File: src/rtl/instr_issuer_pkg.sv
// Shared definitions for the instruction issuer: default sizing, FSM states
// and the instruction word type.
package instr_issuer_pkg;

   localparam int DEPTH = 16;
   localparam int GAP   = 6;

   typedef logic [31:0] instr_t;

   typedef enum logic [1:0] {
      IDLE,
      ISSUE,
      WAIT,
      DONE
   } state_e;

endpackage

File: src/rtl/instr_issuer_if.sv
// Host-side bus of the instruction issuer: buffer load port, program request
// and the instruction stream presented to the CPU.
interface instr_issuer_if #(
   parameter int DEPTH = instr_issuer_pkg::DEPTH
);
   import instr_issuer_pkg::*;

   localparam int AW = $clog2(DEPTH);

   logic          loadEn;
   logic [AW-1:0] loadAddr;
   instr_t        loadData;
   logic          start;
   logic [AW:0]   count;
   instr_t        instrWord;
   logic          newInstr;
   logic          busy;
   logic          done;
   logic [AW-1:0] pc;

   modport master (
      output loadEn, loadAddr, loadData, start, count,
      input  instrWord, newInstr, busy, done, pc
   );

   modport slave (
      input  loadEn, loadAddr, loadData, start, count,
      output instrWord, newInstr, busy, done, pc
   );

endinterface

File: src/rtl/instr_issuer_buf.sv
// Instruction buffer: DEPTH x 32 array, one synchronous write port and one
// asynchronous read port.
module instr_buf #(
   parameter int DEPTH = 16
) (
   input  logic                         clk,
   input  logic                         we_i,
   input  logic [$clog2(DEPTH)-1:0]     waddr_i,
   input  instr_issuer_pkg::instr_t     wdata_i,
   input  logic [$clog2(DEPTH)-1:0]     raddr_i,
   output instr_issuer_pkg::instr_t     rdata_o
);
   import instr_issuer_pkg::*;

   instr_t mem_q [DEPTH];

   // NOTE: storage has no reset on purpose; contents survive a block reset.
   always_ff @(posedge clk) begin
      if (we_i) begin
         mem_q[waddr_i] <= wdata_i;
      end
   end

   assign rdata_o = mem_q[raddr_i];

endmodule

File: src/rtl/instr_issuer.sv
// Issues a loaded program to the CPU one instruction every GAP cycles,
// flagging each with a newInstr pulse and finishing with a done pulse.
module instr_issuer #(
   parameter int DEPTH = instr_issuer_pkg::DEPTH,
   parameter int GAP   = instr_issuer_pkg::GAP
) (
   input  logic          Clk,
   input  logic          Reset,
   instr_issuer_if.slave bus
);
   import instr_issuer_pkg::*;

   localparam int AW = $clog2(DEPTH);
   localparam int GW = $clog2(GAP);

   localparam logic [AW:0]   MAX_CNT    = (AW+1)'(DEPTH);
   // The first pulse lands two edges after start, later ones GAP edges apart.
   localparam logic [GW-1:0] GAP_FIRST  = GW'(1);
   localparam logic [GW-1:0] GAP_RELOAD = GW'(GAP - 2);

   state_e        state_q;
   logic [AW:0]   remain_q;
   logic [GW-1:0] gap_q;
   logic          first_q;
   logic [AW-1:0] pc_q;
   logic [AW-1:0] pc_d;
   instr_t        instr_q;
   logic          new_q;
   logic          busy_q;
   logic          done_q;
   instr_t        rd_data;
   logic          wr_en;

   assign wr_en = bus.loadEn && (state_q == IDLE);
   assign pc_d  = first_q ? pc_q : pc_q + AW'(1);

   instr_buf #(
      .DEPTH (DEPTH)
   ) u_buf (
      .clk     (Clk),
      .we_i    (wr_en),
      .waddr_i (bus.loadAddr),
      .wdata_i (bus.loadData),
      .raddr_i (pc_d),
      .rdata_o (rd_data)
   );

   always_ff @(posedge Clk or posedge Reset) begin
      if (Reset) begin
         state_q  <= IDLE;
         remain_q <= '0;
         gap_q    <= '0;
         first_q  <= 1'b0;
         pc_q     <= '0;
         instr_q  <= '0;
         new_q    <= 1'b0;
         busy_q   <= 1'b0;
         done_q   <= 1'b0;
      end else begin
         // NOTE: non-blocking defaults here are overridden later in the same block, making one-cycle pulses.
         new_q  <= 1'b0;
         done_q <= 1'b0;
         case (state_q)
            IDLE: begin
               if (bus.start) begin
                  if (bus.count == '0) begin
                     state_q <= DONE;
                     done_q  <= 1'b1;
                  end else begin
                     remain_q <= (bus.count > MAX_CNT) ? MAX_CNT : bus.count;
                     pc_q     <= '0;
                     first_q  <= 1'b1;
                     gap_q    <= GAP_FIRST;
                     busy_q   <= 1'b1;
                     state_q  <= WAIT;
                  end
               end
            end
            WAIT: begin
               if (gap_q != '0) begin
                  gap_q <= gap_q - 1'b1;
               end else if (remain_q != '0) begin
                  state_q  <= ISSUE;
                  new_q    <= 1'b1;
                  instr_q  <= rd_data;
                  pc_q     <= pc_d;
                  remain_q <= remain_q - 1'b1;
                  first_q  <= 1'b0;
               end else begin
                  state_q <= DONE;
                  done_q  <= 1'b1;
                  busy_q  <= 1'b0;
               end
            end
            ISSUE: begin
               state_q <= WAIT;
               gap_q   <= GAP_RELOAD;
            end
            DONE: begin
               state_q <= IDLE;
            end
            default: begin
               state_q <= IDLE;
            end
         endcase
      end
   end

   assign bus.instrWord = instr_q;
   assign bus.newInstr  = new_q;
   assign bus.busy      = busy_q;
   assign bus.done      = done_q;
   assign bus.pc        = pc_q;

endmodule

File: src/flat_wrapper.sv
// flat-port wrapper written by rule: the top's interface ports become plain ports
module instr_issuer_flat import instr_issuer_pkg::*;
#(
   parameter int DEPTH = instr_issuer_pkg::DEPTH,
   parameter int GAP   = instr_issuer_pkg::GAP
)
  (Clk, Reset, bus_loadEn, bus_loadAddr, bus_loadData, bus_start, bus_count, bus_instrWord, bus_newInstr, bus_busy, bus_done, bus_pc);
  instr_issuer_if #(.DEPTH(DEPTH)) bus_i ();
  input  logic Clk;
  input  logic Reset;
  input wire logic [$bits(bus_i.loadEn)-1:0] bus_loadEn;
  input wire logic [$bits(bus_i.loadAddr)-1:0] bus_loadAddr;
  input wire logic [$bits(bus_i.loadData)-1:0] bus_loadData;
  input wire logic [$bits(bus_i.start)-1:0] bus_start;
  input wire logic [$bits(bus_i.count)-1:0] bus_count;
  output wire logic [$bits(bus_i.instrWord)-1:0] bus_instrWord;
  output wire logic [$bits(bus_i.newInstr)-1:0] bus_newInstr;
  output wire logic [$bits(bus_i.busy)-1:0] bus_busy;
  output wire logic [$bits(bus_i.done)-1:0] bus_done;
  output wire logic [$bits(bus_i.pc)-1:0] bus_pc;
  assign bus_i.loadEn = bus_loadEn;
  assign bus_i.loadAddr = bus_loadAddr;
  assign bus_i.loadData = bus_loadData;
  assign bus_i.start = bus_start;
  assign bus_i.count = bus_count;
  assign bus_instrWord = bus_i.instrWord;
  assign bus_newInstr = bus_i.newInstr;
  assign bus_busy = bus_i.busy;
  assign bus_done = bus_i.done;
  assign bus_pc = bus_i.pc;
  instr_issuer #(.DEPTH(DEPTH), .GAP(GAP)) u_core (.Clk(Clk), .Reset(Reset), .bus(bus_i));
endmodule
File: config.mk
export PLATFORM = sky130hd
export DESIGN_NAME = instr_issuer_flat
export DESIGN_NICKNAME = d
export VERILOG_FILES = /design/src/rtl/instr_issuer_pkg.sv /design/src/rtl/instr_issuer_if.sv /design/src/rtl/instr_issuer_buf.sv /design/src/rtl/instr_issuer.sv /design/src/flat_wrapper.sv
export SDC_FILE = /design/constraint.sdc
export NUM_CORES = 1
export LEC_CHECK = 0
export CORE_UTILIZATION = 50
export CTS_BUF_LIST = sky130_fd_sc_hd__clkbuf_8 sky130_fd_sc_hd__clkbuf_16
export DETAILED_ROUTE_END_ITERATION = 10
export PLACE_DENSITY = 0.69
export SYNTH_ARGS = -nofsm -noshare
export SYNTH_HDL_FRONTEND = slang
export SYNTH_HIERARCHICAL = 1
export SYNTH_SLANG_ARGS = --single-unit
export TNS_END_PERCENT = 5
File: constraint.sdc
create_clock -name Clk -period 5.5 [get_ports Clk]
set_input_delay 0.55 -clock Clk [delete_from_list [all_inputs] [get_ports Clk]]
set_output_delay 0.55 -clock Clk [all_outputs]
set_load 0.05 [all_outputs]
[Word level (Yosys, flattened, before mapping)]
Memory sizes are Yosys's and may differ from the RTL's. A register that Yosys moved wholly into a read port is not among the register bits.
Index checks and enable logic that the tools add are counted.
Cells by class
  bitwise gates (word level): 1
  reductions and logical operators: 12
  $lt $le $gt $ge: 1
  mux-type cells: 39
  eq/ne operators: 9
  add/sub/neg operators: 3
Operators with widths (count)
  5-bit 2-to-1 mux: 5
  4-bit 2-to-1 mux: 5
  1-bit 2-to-1 mux: 16
  5-bit case mux with 2 select lines: 1
  5-bit AND reduction: 2
  3-bit 2-to-1 mux: 3
  3-bit case mux with 3 select lines: 1
  2-bit inequality test (second input constant): 4
  2-bit case mux with 4 select lines: 1
  4-bit case mux with 2 select lines: 1
  2-bit 2-to-1 mux: 3
  1-bit case mux with 2 select lines: 3
  3-bit nonzero test: 2
  5-bit > comparator (second input constant): 1
  5-bit zero test: 1
  5-bit nonzero test: 1
  5-bit by 1-bit subtractor with 5-bit output (second input constant): 1
  4-bit by 1-bit adder with 4-bit output (second input constant): 1
  2-bit == test (second input constant): 2
  2-bit by 1-bit inequality test with 1-bit output (second input constant): 2
  4-bit AND reduction: 1
  3-bit AND reduction: 1
  3-bit by 1-bit subtractor with 3-bit output (second input constant): 1
  2-bit by 1-bit == test with 1-bit output (second input constant): 1
  5 further kinds: 5
Word-level totals
  memories: 1
  register bits: 18
  bits of input ports: 45
  RAM bits: 512
Memory list
  u_core.u_buf.mem_q: depth 16, width 32, read ports 1, clocked after memory_dff 1, wr ports 1, RTL line instr_issuer_buf.sv:15  | instr_t mem_q [DEPTH];

[Longest topological paths before layout]
  depth after elaboration: 5
  gate-level depth with buffers: 9
  gate-level depth less buffers: 7

[Hierarchy]
Netlist, hierarchy kept.
By module, submodules not included
  instr_buf: instances 1, cells each 806, seq. area each 15374.7 um^2, area each 19194.7 um^2
  instr_issuer: instances 1, cells each 187, seq. area each 1251.2 um^2, area each 2363.5 um^2

[Worst setup path after synthesis]
No wires, ideal clock.
  path kind: register to register
  start: register u_core.state_q[0]
  end: memory u_core/u_buf/mem_q[0][0] in the netlist's numbering, enable pin
  setup time: 0.461 ns
  stages on the path, launching flop included: 6
  path slack: 1.444 ns
  required time: 5.039 ns
  period minus slack after synthesis: 4.056 ns
  arrival: 3.594 ns
  cells stage by stage: dfrtp_1 > inv_1 > ha_1 > and2_1 > or3b_2 > nor3_1
On the way
  cells in the longest elaborated chain, start to end: 4
Ends and longest elaborated chain
  start, declared: RTL line instr_issuer.sv:21  | state_e state_q;
  start signal, assigned: RTL line instr_issuer.sv:50  | state_q <= IDLE;
  start signal, assigned: RTL line instr_issuer.sv:67  | state_q <= DONE;
  start signal, assigned: RTL line instr_issuer.sv:75  | state_q <= WAIT;
  2-bit zero test: RTL line instr_issuer.sv:34  | assign wr_en = bus.loadEn && (state_q == IDLE);
  1-bit logical AND: RTL line instr_issuer.sv:34
  net u_core.wr_en: RTL line instr_issuer.sv:32  | logic wr_en;
  1-bit 2-to-1 mux: RTL line instr_issuer_buf.sv:19  | if (we_i) begin
  1-bit 2-to-1 mux (implied by the code): RTL line instr_issuer_buf.sv:20  | mem_q[waddr_i] <= wdata_i;
  end, declared: RTL line instr_issuer_buf.sv:15
The timed path passes the listed nets, and every way through them passes these cells.

[Worst setup path after layout]
  start: register u_core.pc_q[0], in the netlist u_core/bus.pc[0]
  end: register u_core.instr_q[18], in the netlist u_core/bus.instrWord[18] (read register of u_core.u_buf.mem_q)
On the way
  cells in the longest elaborated chain, start to end: 2
Ends and longest elaborated chain
  start, declared: RTL line instr_issuer.sv:25  | logic [AW-1:0] pc_q;
  start signal, assigned: RTL line instr_issuer.sv:86  | pc_q <= pc_d;
  4-bit by 1-bit adder with 4-bit output: RTL line instr_issuer.sv:35  | assign pc_d = first_q ? pc_q : pc_q + AW'(1);
  4-bit 2-to-1 mux: RTL line instr_issuer.sv:35
  net u_core.pc_d[1]: RTL line instr_issuer.sv:26  | logic [AW-1:0] pc_d;
  end, declared: RTL line instr_issuer.sv:27  | instr_t instr_q;
The timed path passes the listed nets, and every way through them passes these cells.
A chain may end at the register's enable or synchronous reset.

==> results.json <==
{
  "ir_worst_vdd_uv": 352,
  "powerDensity_nw_per_um2": 501,
  "layout.nets": 1164,
  "tns_ps": 0,
  "root_buffer": "clkbuf_16",
  "drcViolationCount": 0,
  "drt_iter0_drc": 1038,
  "hold_buffers": 0,
  "cts_tree": "yes",
  "relSlewSlack_pct": 26.6,
  "min_period_ps": 3180,
  "core_um2": 42200,
  "synth.most_common_cell": "edfxtp_1",
  "hold_viol": 0,
  "r2r_setup_slack_ps": 2320,
  "synth_area_leaders": "edfxtp_1 71%, mux4_2 13%, dfrtp_1 5.8%, a22oi_1 2.2%, mux2_2 1.8%",
  "clockBufferDepth": 3,
  "rsz0062_at_grt": "no",
  "hold_path.class": "register to register",
  "netlist_area_um2": 21600,
  "wl_per_cell_um": 26.7,
  "grt_max_degree": 92,
  "slew_viol_final": 0,
  "dpl.cell_count": 1592,
  "place_area_um2": 23200,
  "synth_cell_types": 46,
  "worst_pin_slew_ps": 1100,
  "place_congestion": 0.799,
  "vias": 10400,
  "crit_path_cell_trace": "ha_1 > mux2_4 > buf_12 > mux4_2 > a22oi_1 > nand2_1 > mux2_2",
  "yosysSeqAreaShare_pct": 77.1,
  "die-height_um": 210,
  "clkSinkCount": 562,
  "fp.dieW_um": 210,
  "worstPathRequired_ps": 5980,
  "critical_path_class": "register to register",
  "syn_nets": 1047,
  "layout-drive-gt1-share_pct": 25.5,
  "grt_use_total_pct": 21.3,
  "ant_nets": 0,
  "synth_top_area_cell": "edfxtp_1",
  "cp_slowest_cell": "mux2_4",
  "dieArea_um2": 44000,
  "insertion_delay_ps": 590,
  "finalCritPeriodShare_pct": 57.8,
  "p_leak_uw": 0.00805,
  "n_fill_cell": 3021,
  "numCtsBuffers": 55,
  "cts_setup_buffers": 0,
  "slowest_delay_ps": 580,
  "fin_skew_ps": 14.5,
  "syn2layout_area_growth_pct": 16.0,
  "cp_data_arrival_time_ps": 3660,
  "cp.buffers_inverters": 1,
  "report.power.total_uw": 12500,
  "crit_family": "multiplexers",
  "critPathCaptureType": "register",
  "wl_um": 45300,
  "max_cap_viol_count": 0,
  "synth_commonest_cells": "512 x edfxtp_1, 128 x mux4_2, 64 x a22oi_1",
  "grt_pass1_wl_um": 68100,
  "first_global_vias": 10700,
  "avgSynthCellArea_um2": 21.7,
  "setup_viol": 0,
  "antenna_found_initial": 2,
  "final_cells": 1694,
  "synthCells": 993,
  "boundaryPins": 84,
  "synth_top_area_share_pct": 71.3,
  "yosys_most_used_dff": "edfxtp_1",
  "synth_warnings": 6,
  "dpl.hpwl_um": 23200,
  "cp-start-kind": "register",
  "cts_resized": 0,
  "fmax_ghz": 0.314,
  "firstDrtPassIters": 5,
  "status": "finished, final reports clean",
  "htreeDepth": 2,
  "ys_ff_latch": 562,
  "start_util_pct": 51.1,
  "async_reset_ff_share_pct": 8.90,
  "port_buffers": 83,
  "clkSlewWorstSetupHoldPaths_ps": 60,
  "crit_fanout": 91,
  "rows": 75,
  "vias_per_cell": 6.16,
  "overflow": 0,
  "fin_area_um2": 25000,
  "synth_edf_count": 512
}
==> cell type report <==
cell class                      count  area (um^2)  share of cell area [%]
Tap cell                          539          674                    2.70
Multi-Input combinational cell    369         4800                    19.2
Sequential cell                   562        16600                    66.5
Inverter                           12         45.0                   0.180
Clock buffer                       58         1430                    5.72
Clock inverter                     43          357                    1.43
Antenna cell                        1         2.50                  0.0100
Timing Repair Buffer              110         1070                    4.28
==> report_power, final <==
part / switching (uW) / internal, uW / total [uW]
Sequential: 137 / 4910 / 5050
Combinational: 1970 / 1810 / 3780
Clock: 1540 / 2150 / 3690
Total: 3650 / 8870 / 12500
==> per-layer routing <==
metal / wire (um) / track usage, % / part of all wire (%) / vias up
met5: 8 / 0 / 0.018 / -
met4: 760 / 5.86 / 1.7 / 2
met3: 3440 / 3.98 / 7.6 / 65
met2: 20900 / 32.3 / 46 / 412
met1: 20200 / 32.1 / 45 / 5564
li1: - / - / - / 4396
==> placed cells by master, fill, tap and decap left out, types with 4 or more instances in the layout <==
cell / Yosys / final
mux2_2: 34 / 33
mux4_2: 128 / 128
o21ai_0: 11 / 11
buf_4: 9 / 24
nand2_1: 39 / 39
a22oi_1: 64 / 64
clkinv_2: 0 / 6
nor2_1: 21 / 7
edfxtp_1: 512 / 512
clkdlybuf4s50_1: 0 / 83
bufinv_16: 0 / 6
clkinv_1: 0 / 11
nand2b_1: 4 / 4
clkbuf_16: 0 / 56
ha_1: 9 / 9
nor2_4: 1 / 15
dfrtp_1: 50 / 50
o31ai_1: 6 / 6
inv_1: 12 / 26
nor3_2: 0 / 4
==> sequential cells by signal, indices dropped and copies added (netlist names), 2 cells and up <==
name,count
u_core/remain_q,5
u_core/gap_q,3
u_core/bus.instrWord,32
u_core/state_q,2
u_core/bus.pc,4
u_core/u_buf/mem_q,512
==> final timing paths <==
check	from	to	cells past startpoint
max	u_core/bus.pc[0]	u_core/bus.instrWord[18]	7
min	u_core/bus.instrWord[25]	u_core/bus.instrWord[25]	1
max reg2reg	u_core/bus.pc[0]	u_core/bus.instrWord[18]	7
min reg2reg	u_core/bus.instrWord[25]	u_core/bus.instrWord[25]	1
max in group asynchronous	Reset	u_core/bus.instrWord[27]	3
min in group asynchronous	Reset	u_core/bus.instrWord[4]	3
==> worst reg2reg max path, delay by kind of cell, from the launching register on <==
kind                       cells  cell delay, ps
AOI/OAI and AO/OA              1             260
adders and majority gates      1             330
buffers and inverters          1             500
DFF                            1             450
muxes                          3            1430
and+or+nand+nor                1             110
==> through the flow <==
step	worst slack, ps	hold WS, ps	util [%]
global route	2190	521	59.2
finish	2320	502	59.2
global placement	2270	492	55.0
CTS	2360	507	59.2
floorplan	1440	479	-
detailed placement	2260	494	55.0
==> cells by family after synthesis <==
kind of cell               count (synthesis)  share of synthesized area [%]
AOI/OAI and AO/OA                         97                           3.33
xor gates and xnor gates                   3                          0.122
adders and majority gates                  9                          0.522
buffers and inverters                     62                           1.34
DFF                                      562                           77.1
muxes                                    166                           15.4
and+or+nand+nor                           94                           2.21
Power figures use the tool's default switching activity.
